$ cat config.mk
export PLATFORM = sky130hd
export DESIGN_NAME = fabric_config_loader
export DESIGN_NICKNAME = d
export VERILOG_FILES = /design/src/rtl/fabric_config_loader.sv
export SDC_FILE = /design/constraint.sdc
export NUM_CORES = 1
export LEC_CHECK = 0
export BUFFER_PORTS_ARGS = -buffer_cell sky130_fd_sc_hd__buf_4
export CORE_MARGIN = 4
export CORE_UTILIZATION = 50
export CTS_BUF_LIST = sky130_fd_sc_hd__clkbuf_8
export CTS_CLUSTER_SIZE = 12
export DETAILED_ROUTE_END_ITERATION = 7
export GPL_ROUTABILITY_DRIVEN = 0
export GPL_TIMING_DRIVEN = 0
export PLACE_DENSITY = 0.72
export SETUP_SLACK_MARGIN = 0.1
export SLEW_MARGIN = 20
export SYNTH_ARGS = -nofsm -noshare
export SYNTH_HDL_FRONTEND = slang
export SYNTH_SLANG_ARGS = --single-unit
$ cat constraint.sdc
create_clock -name cclk -period 5.34 [get_ports cclk]
set_clock_uncertainty 0.1 [all_clocks]
set_input_delay 1.068 -clock cclk [delete_from_list [all_inputs] [get_ports cclk]]
set_output_delay 1.068 -clock cclk [all_outputs]
set_load 0.02 [all_outputs]
$ cat src/rtl/fabric_config_loader.sv
`default_nettype none
// ============================================================================
// Module      : fabric_config_loader
// Description : Accepts a word-wide configuration bitstream on a valid/ready
//               stream and serializes it, column by column, into per-column
//               hard or soft configuration chains. After the last column, a
//               one-cycle commit pulse is sent to every column, followed by a
//               one-cycle done pulse.
// Revision    : 1.0 - initial release
// ============================================================================
module fabric_config_loader #(
    parameter int NUM_COLS     = 2,
    parameter int WORD_W       = 32,
    parameter int BITS_PER_COL = 64
) (
    input  logic                cclk,
    input  logic                rst,
    input  logic                start,
    input  logic                mode,
    input  logic [WORD_W-1:0]   cfg_data,
    input  logic                cfg_valid,
    output logic                cfg_ready,
    output logic [NUM_COLS-1:0] shift_enable,
    output logic [NUM_COLS-1:0] shift_in_hard,
    output logic [NUM_COLS-1:0] shift_in_soft,
    output logic [NUM_COLS-1:0] set_hard,
    output logic [NUM_COLS-1:0] set_soft,
    output logic                busy,
    output logic                done
);

    // ------------------------------------------------------------------------
    // Widths and typed constants
    // ------------------------------------------------------------------------
    localparam int COL_W = (NUM_COLS > 1) ? $clog2(NUM_COLS) : 1;
    localparam int BL_W  = $clog2(BITS_PER_COL + 1);
    localparam int CNT_W = $clog2(WORD_W + 1);

    localparam logic [BL_W-1:0]  BITS_FULL = BL_W'(BITS_PER_COL);
    localparam logic [BL_W-1:0]  BL_ONE    = BL_W'(1);
    localparam logic [CNT_W-1:0] WORD_BITS = CNT_W'(WORD_W);
    localparam logic [CNT_W-1:0] CNT_ONE   = CNT_W'(1);
    localparam logic [COL_W-1:0] COL_ONE   = COL_W'(1);
    localparam logic [COL_W-1:0] LAST_COL  = COL_W'(NUM_COLS - 1);

    typedef enum logic [2:0] {
        ST_IDLE   = 3'd0,
        ST_LOAD   = 3'd1,
        ST_SHIFT  = 3'd2,
        ST_COMMIT = 3'd3,
        ST_DONE   = 3'd4
    } state_t;

    // ------------------------------------------------------------------------
    // State and datapath registers with their next-state values
    // ------------------------------------------------------------------------
    state_t             state, state_nxt;
    logic               mode_lat, mode_lat_nxt;     // 0 = hard chain, 1 = soft chain
    logic [COL_W-1:0]   col, col_nxt;               // column currently being fed
    logic [BL_W-1:0]    bits_left, bits_left_nxt;   // bits still owed to this column
    logic [CNT_W-1:0]   word_cnt, word_cnt_nxt;     // bits still to shift from this word
    logic [WORD_W-1:0]  sreg, sreg_nxt;             // word being serialized, LSB first

    // Next values of the registered outputs
    logic                cfg_ready_nxt;
    logic [NUM_COLS-1:0] shift_enable_nxt;
    logic [NUM_COLS-1:0] shift_in_hard_nxt;
    logic [NUM_COLS-1:0] shift_in_soft_nxt;
    logic [NUM_COLS-1:0] set_hard_nxt;
    logic [NUM_COLS-1:0] set_soft_nxt;
    logic                busy_nxt;
    logic                done_nxt;

    // State register
    always_ff @(posedge cclk) begin
        if (rst) begin
            state <= ST_IDLE;
        end else begin
            state <= state_nxt;
        end
    end

    // Datapath registers: latched mode, column/bit counters and shift register
    always_ff @(posedge cclk) begin
        if (rst) begin
            mode_lat  <= 1'b0;
            col       <= '0;
            bits_left <= '0;
            word_cnt  <= '0;
            sreg      <= '0;
        end else begin
            mode_lat  <= mode_lat_nxt;
            col       <= col_nxt;
            bits_left <= bits_left_nxt;
            word_cnt  <= word_cnt_nxt;
            sreg      <= sreg_nxt;
        end
    end

    // Next-state and datapath sequencing
    always_comb begin
        state_nxt     = state;
        mode_lat_nxt  = mode_lat;
        col_nxt       = col;
        bits_left_nxt = bits_left;
        word_cnt_nxt  = word_cnt;
        sreg_nxt      = sreg;

        unique case (state)
            ST_IDLE: begin
                if (start) begin
                    mode_lat_nxt  = mode;
                    col_nxt       = '0;
                    bits_left_nxt = BITS_FULL;
                    state_nxt     = ST_LOAD;
                end
            end

            ST_LOAD: begin
                // cfg_ready is high throughout LOAD, so valid alone is a handshake.
                // Only as many bits as the column still needs are shifted; the
                // rest of the column's last word is dropped.
                if (cfg_valid && cfg_ready) begin
                    sreg_nxt     = cfg_data;
                    word_cnt_nxt = (32'(bits_left) >= WORD_W) ? WORD_BITS
                                                              : CNT_W'(bits_left);
                    state_nxt    = ST_SHIFT;
                end
            end

            ST_SHIFT: begin
                sreg_nxt      = sreg >> 1;
                bits_left_nxt = bits_left - BL_ONE;
                word_cnt_nxt  = word_cnt - CNT_ONE;
                if (word_cnt == CNT_ONE) begin
                    if (bits_left != BL_ONE) begin
                        state_nxt = ST_LOAD;
                    end else if (col != LAST_COL) begin
                        // Column complete: the next column starts on a fresh word.
                        col_nxt       = col + COL_ONE;
                        bits_left_nxt = BITS_FULL;
                        state_nxt     = ST_LOAD;
                    end else begin
                        state_nxt = ST_COMMIT;
                    end
                end
            end

            ST_COMMIT: state_nxt = ST_DONE;

            ST_DONE:   state_nxt = ST_IDLE;

            default:   state_nxt = ST_IDLE;
        endcase
    end

    // Output decode from the upcoming state, so every output leaves a flop and
    // reflects the state the machine is in during that cycle
    always_comb begin
        cfg_ready_nxt     = (state_nxt == ST_LOAD);
        busy_nxt          = (state_nxt != ST_IDLE);
        done_nxt          = (state_nxt == ST_DONE);
        set_hard_nxt      = '0;
        set_soft_nxt      = '0;
        shift_enable_nxt  = '0;
        shift_in_hard_nxt = '0;
        shift_in_soft_nxt = '0;

        if (state_nxt == ST_COMMIT) begin
            if (mode_lat_nxt) begin
                set_soft_nxt = '1;
            end else begin
                set_hard_nxt = '1;
            end
        end

        // Only the active column's enable and selected chain data are driven.
        for (int c = 0; c < NUM_COLS; c++) begin
            if ((state_nxt == ST_SHIFT) && (col_nxt == COL_W'(c))) begin
                shift_enable_nxt[c] = 1'b1;
                if (mode_lat_nxt) begin
                    shift_in_soft_nxt[c] = sreg_nxt[0];
                end else begin
                    shift_in_hard_nxt[c] = sreg_nxt[0];
                end
            end
        end
    end

    // Output registers
    always_ff @(posedge cclk) begin
        if (rst) begin
            cfg_ready     <= 1'b0;
            shift_enable  <= '0;
            shift_in_hard <= '0;
            shift_in_soft <= '0;
            set_hard      <= '0;
            set_soft      <= '0;
            busy          <= 1'b0;
            done          <= 1'b0;
        end else begin
            cfg_ready     <= cfg_ready_nxt;
            shift_enable  <= shift_enable_nxt;
            shift_in_hard <= shift_in_hard_nxt;
            shift_in_soft <= shift_in_soft_nxt;
            set_hard      <= set_hard_nxt;
            set_soft      <= set_soft_nxt;
            busy          <= busy_nxt;
            done          <= done_nxt;
        end
    end

endmodule
`default_nettype wire
# After elaboration in Yosys (flattened, before gate mapping)
# Index checks and enable logic that the tools add are counted.
dict set report classes {
  n_mul 0
  bitwise 4
  div 0
  addsub 3
  order_cmp 1
  mux 29
  n_shift 0
  eq_ne 11
  n_reduce_logical 12
}
# cell count
set op_table {}
lappend op_table {{$pmux W32 S2} 1}
lappend op_table {{$mux W32} 1}
lappend op_table {{$mux W7} 4}
lappend op_table {{$pmux W7 S2} 1}
lappend op_table {{$eq A3 B2 Y1 const B} 4}
lappend op_table {{$mux W6} 2}
lappend op_table {{$pmux W3 S4} 1}
lappend op_table {{$pmux W6 S2} 1}
lappend op_table {{$mux W1} 10}
lappend op_table {{$mux W3} 3}
lappend op_table {{$mux W2} 4}
lappend op_table {{$ge A7 B6 Y1 const B} 1}
lappend op_table {{$ne A7 B1 Y1 const B} 1}
lappend op_table {{$sub A7 B1 Y7 const B} 1}
lappend op_table {{$eq A3 B1 Y1 const B} 2}
lappend op_table {{$eq A6 B1 Y1 const B} 1}
lappend op_table {{$reduce_or A2 Y1} 3}
lappend op_table {{$sub A6 B1 Y6 const B} 1}
lappend op_table {{$ne A2 B2 Y1 const B} 2}
lappend op_table {{$not A1 Y1} 4}
lappend op_table {{$reduce_and A2 Y1} 2}
lappend op_table {{$reduce_bool A2 Y1} 2}
lappend op_table {{$eq A3 B3 Y1 const B} 1}
lappend op_table {{$logic_and A1 B1 Y1} 3}
lappend op_table {{4 further kinds} 4}
dict set report word_totals {
  latchBits 0
  mem_bits_ro 0
  word_cells 77
  memories 0
  regBits 63
  ramBits 0
}

# Longest topological paths before layout
dict set report logic_depth {
  ltp_word 9
  depth_mapped 7
  depth_no_buf 7
}

# Least setup slack after synthesis
# Ideal clock, no wire load.
dict set report synth_path {
  path_type {input-to-reg}
  startpoint {input cfg_valid}
  endpoint {register sreg[10]}
  arrival_time_ps 1863
  path_stages 5
  t_required_ps 5112
  path_slack_ps 3249
  cell_sequence {nand4b_1 a21o_1 clkbuf_1 a222oi_1 nor2_1}
}
dict set report synth_between {
  elab_chain_len 3
}
# item line_no
set synth_rtl {}
lappend synth_rtl {{from (decl)} 21} ;# input logic cfg_valid,
lappend synth_rtl {{$logic_and A1 B1 Y1} 123} ;# if (cfg_valid && cfg_ready) begin
lappend synth_rtl {{$ne A2 B2 Y1 (no line)} -}
lappend synth_rtl {{$reduce_and A2 Y1 (no line)} -}
lappend synth_rtl {{to (signal assigned)} 96} ;# sreg <= sreg_nxt;
lappend synth_rtl {{to (decl)} 62} ;# logic [WORD_W-1:0] sreg, sreg_nxt;
# No other way between the ends.
# A chain may end at the register's enable or synchronous reset.

# Final worst setup path
dict set report layout_path {
  startpoint {input cfg_valid}
  endpoint {register word_cnt[3]}
}
dict set report layout_between {
  elab_chain_len 3
}
# item line_no
set layout_rtl {}
lappend layout_rtl {{$logic_and A1 B1 Y1} 123}
lappend layout_rtl {{$ne A2 B2 Y1 (no line)} -}
lappend layout_rtl {{$reduce_and A2 Y1 (no line)} -}
lappend layout_rtl {{to (signal assigned)} 95} ;# word_cnt <= word_cnt_nxt;
lappend layout_rtl {{to (decl)} 61} ;# logic [CNT_W-1:0] word_cnt, word_cnt_nxt;
# No other way between the ends.

==> impl_metrics.json <==
{
  "post_cts_resized": 0,
  "fin_ws_ps": 3210,
  "synth-edff-count": 0,
  "startpoint_type": "input port",
  "grt-ovfl-total": 0,
  "slew_viol_final": 0,
  "dr.pass1.iters": 7,
  "drtIter0Drc": 251,
  "synthCells": 276,
  "routed_via_density": 5.86,
  "status": "complete, no violations",
  "nets": 376,
  "leakage_nw": 1.28,
  "worstSkewPairLatency_ps": 330,
  "clkTransAtPathRegs_ps": 60,
  "hold_viol_final": 0,
  "fill_cells": 441,
  "cts_sinks": 61,
  "critPathArrivalTime_ps": 2230,
  "num_antenna_cells": 0,
  "cts_setup_buffers": 0,
  "max_freq_mhz": 470,
  "htreeDepth": 3,
  "area_delta_synth_final_pct": 25.4,
  "num_vias": 2384,
  "dieWidth_um": 79.9,
  "grt_pass1_wl_um": 10300,
  "drive_gt1_share_pct": 25.3,
  "synth_fp_nets": 317,
  "rrSetupSlack_ps": 3440,
  "grt_usage_pct": 20.5,
  "rsz0062_at_grt": "false",
  "place_hpwl_um": 4410,
  "port_buffers": 48,
  "cp.required_ps": 5440,
  "hold_class": "flop to flop",
  "clockRootBuffer": "clkbuf_8",
  "finalSetupViolCount": 0,
  "fin_crit_ps": 2130,
  "p_total_w": 0.00101,
  "drc_errors": 0,
  "path_max_fanout": 10,
  "synth_ff_type": "dfxtp_1",
  "wl_per_cell_um": 15.1,
  "cap_violations": 0,
  "worstSetupEndpointType": "flop",
  "routed_wl_um": 6160,
  "cts_hold_buffers": 0,
  "fp-row-count": 25,
  "vdd_drop_max_v": 0.000202,
  "critPathKind": "input port to flop",
  "numCtsBuffers": 9,
  "synthesis.area_um2": 2590,
  "p_per_area_nw_per_um2": 311,
  "worst_slew_pin_slew_ps": 555,
  "async_flop_share_pct": 0,
  "die_area_um2": 6390,
  "core_area_um2": 4880,
  "first_global_vias": 2234,
  "yosys_warnings": 0,
  "ys_seq_area_share_pct": 47.2,
  "pin_count": 50,
  "drtAntennaViolNets": 0,
  "cts_tree": "done",
  "fin_crit_sh_pct": 39.9,
  "slew_headroom_pct": 63.0,
  "cts_buffer_depth": 2,
  "dpl_worst_slack_ps": 2920,
  "antenna_found_initial": 0,
  "final_util_pct": 66.4,
  "start_util_pct": 53.0,
  "die-height_um": 79.9,
  "synth-seq-cells": 61,
  "tns_ps": 0,
  "synth_cell_type_count": 47,
  "grt_max_degree": 11,
  "avgSynthCellArea_um2": 9.37
}
-- critical path, cell delays in order --
cell      delay [ps]
buf_4            100
nand3_1           90
nor3_1           180
clkbuf_1         430
o22ai_1          130
a31oi_1          170
nor2_1            50
-- per-stage QoR --
step                      cell area (um2)  instances  hold slack [ps]
after floorplan                      2590        276              366
after global placement               3030        391              382
after detailed placement             3030        391              390
after CTS                            3240        407              405
after global routing                 3240        407              437
final                                3240        407              407
-- cell usage after synthesis, drive strengths merged (2+ instances only) --
master | number | area share [%]
dfxtp | 61 | 47
inv | 6 | 0.87
and2 | 2 | 0.58
clkbuf | 10 | 1.5
a221oi | 3 | 1.0
or3b | 2 | 0.68
nor2 | 58 | 8.4
nor4bb | 2 | 0.77
a21oi | 7 | 1.5
nand3 | 5 | 0.97
ha | 4 | 1.9
a21o | 2 | 0.58
o21ai | 3 | 0.58
xnor2 | 2 | 0.68
o22ai | 2 | 0.48
mux2i | 2 | 0.77
nand3b | 2 | 0.58
nor4b | 2 | 1.8
a31oi | 7 | 2.3
a222oi | 30 | 12
nor3 | 21 | 4.3
and3 | 2 | 0.48
nor2b | 2 | 0.48
nand2 | 13 | 1.9
buf | 13 | 3.1
-- final timing paths --
| path | from | endpoint | cells after the start |
|---|---|---|---|
| setup / recovery | cfg_valid | word_cnt[3]$_SDFFE_PP0P_ | 7 |
| hold / removal | sreg[12]$_SDFFE_PP0P_ | sreg[12]$_SDFFE_PP0P_ | 2 |
| setup reg to reg | bits_left[0]$_SDFFE_PP0P_ | shift_in_hard[1]$_SDFF_PP0_ | 6 |
| hold reg to reg | sreg[12]$_SDFFE_PP0P_ | sreg[12]$_SDFFE_PP0P_ | 2 |
-- layout make-up --
cell class / count / area, um2 / area share (%)
clock buffers: 12 / 165 / 5.09
repair buffers: 48 / 360 / 11.1
plain buffers: 23 / 118 / 3.63
flip-flops and latches: 61 / 1220 / 37.7
clock inverters: 4 / 46.3 / 1.43
well taps: 67 / 83.8 / 2.59
multi-input cells: 186 / 1220 / 37.8
inverters: 6 / 22.5 / 0.695
-- where the power goes --
group / switching [W] / internal, W
Sequential: 0.0000102 / 0.000468
Clock: 0.000174 / 0.000251
Combinational: 0.0000553 / 0.0000482
Total: 0.000240 / 0.000767
-- cells by family (layout without fill, tap and decap cells) --
family	count (synthesis)	in the layout	synth area share, %
AOI/OAI and AO/OA	61	61	20.5
xor gates and xnor gates	3	3	1.02
adders and majority gates	4	4	1.94
buffers and inverters	29	93	5.42
DFF	61	61	47.2
muxes	3	3	1.21
and+or+nand+nor	115	115	22.7
-- registers in the layout (all words and copies together), names as in the netlist, 2 cells and up --
register / flops
sreg: 32
bits_left: 7
word_cnt: 6
state: 3
shift_enable: 2
shift_in_hard: 2
shift_in_soft: 2
-- metal layers --
layer	part of all wire [%]	up-vias	wire, um	GRT usage, %
li1	-	1154	-	-
met1	46	1131	2830	26.6
met2	46	87	2810	32.3
met3	6.9	12	423	5.19
met4	1.6	0	99	8.11
met5	0	-	0	0
-- cells in the final DEF, fill, tap and decap left out, types with 5 or more instances in the layout --
cell and count:
a222oi_1 30, inv_1 7, dfxtp_1 61, a31oi_1 6, clkbuf_8 12, nor3_1 20, buf_2 7, nand3_1 5
a21oi_1 6, buf_4 52, nand2_1 13, clkbuf_1 10, nor2_1 58
(Power assumes the default switching activity.)
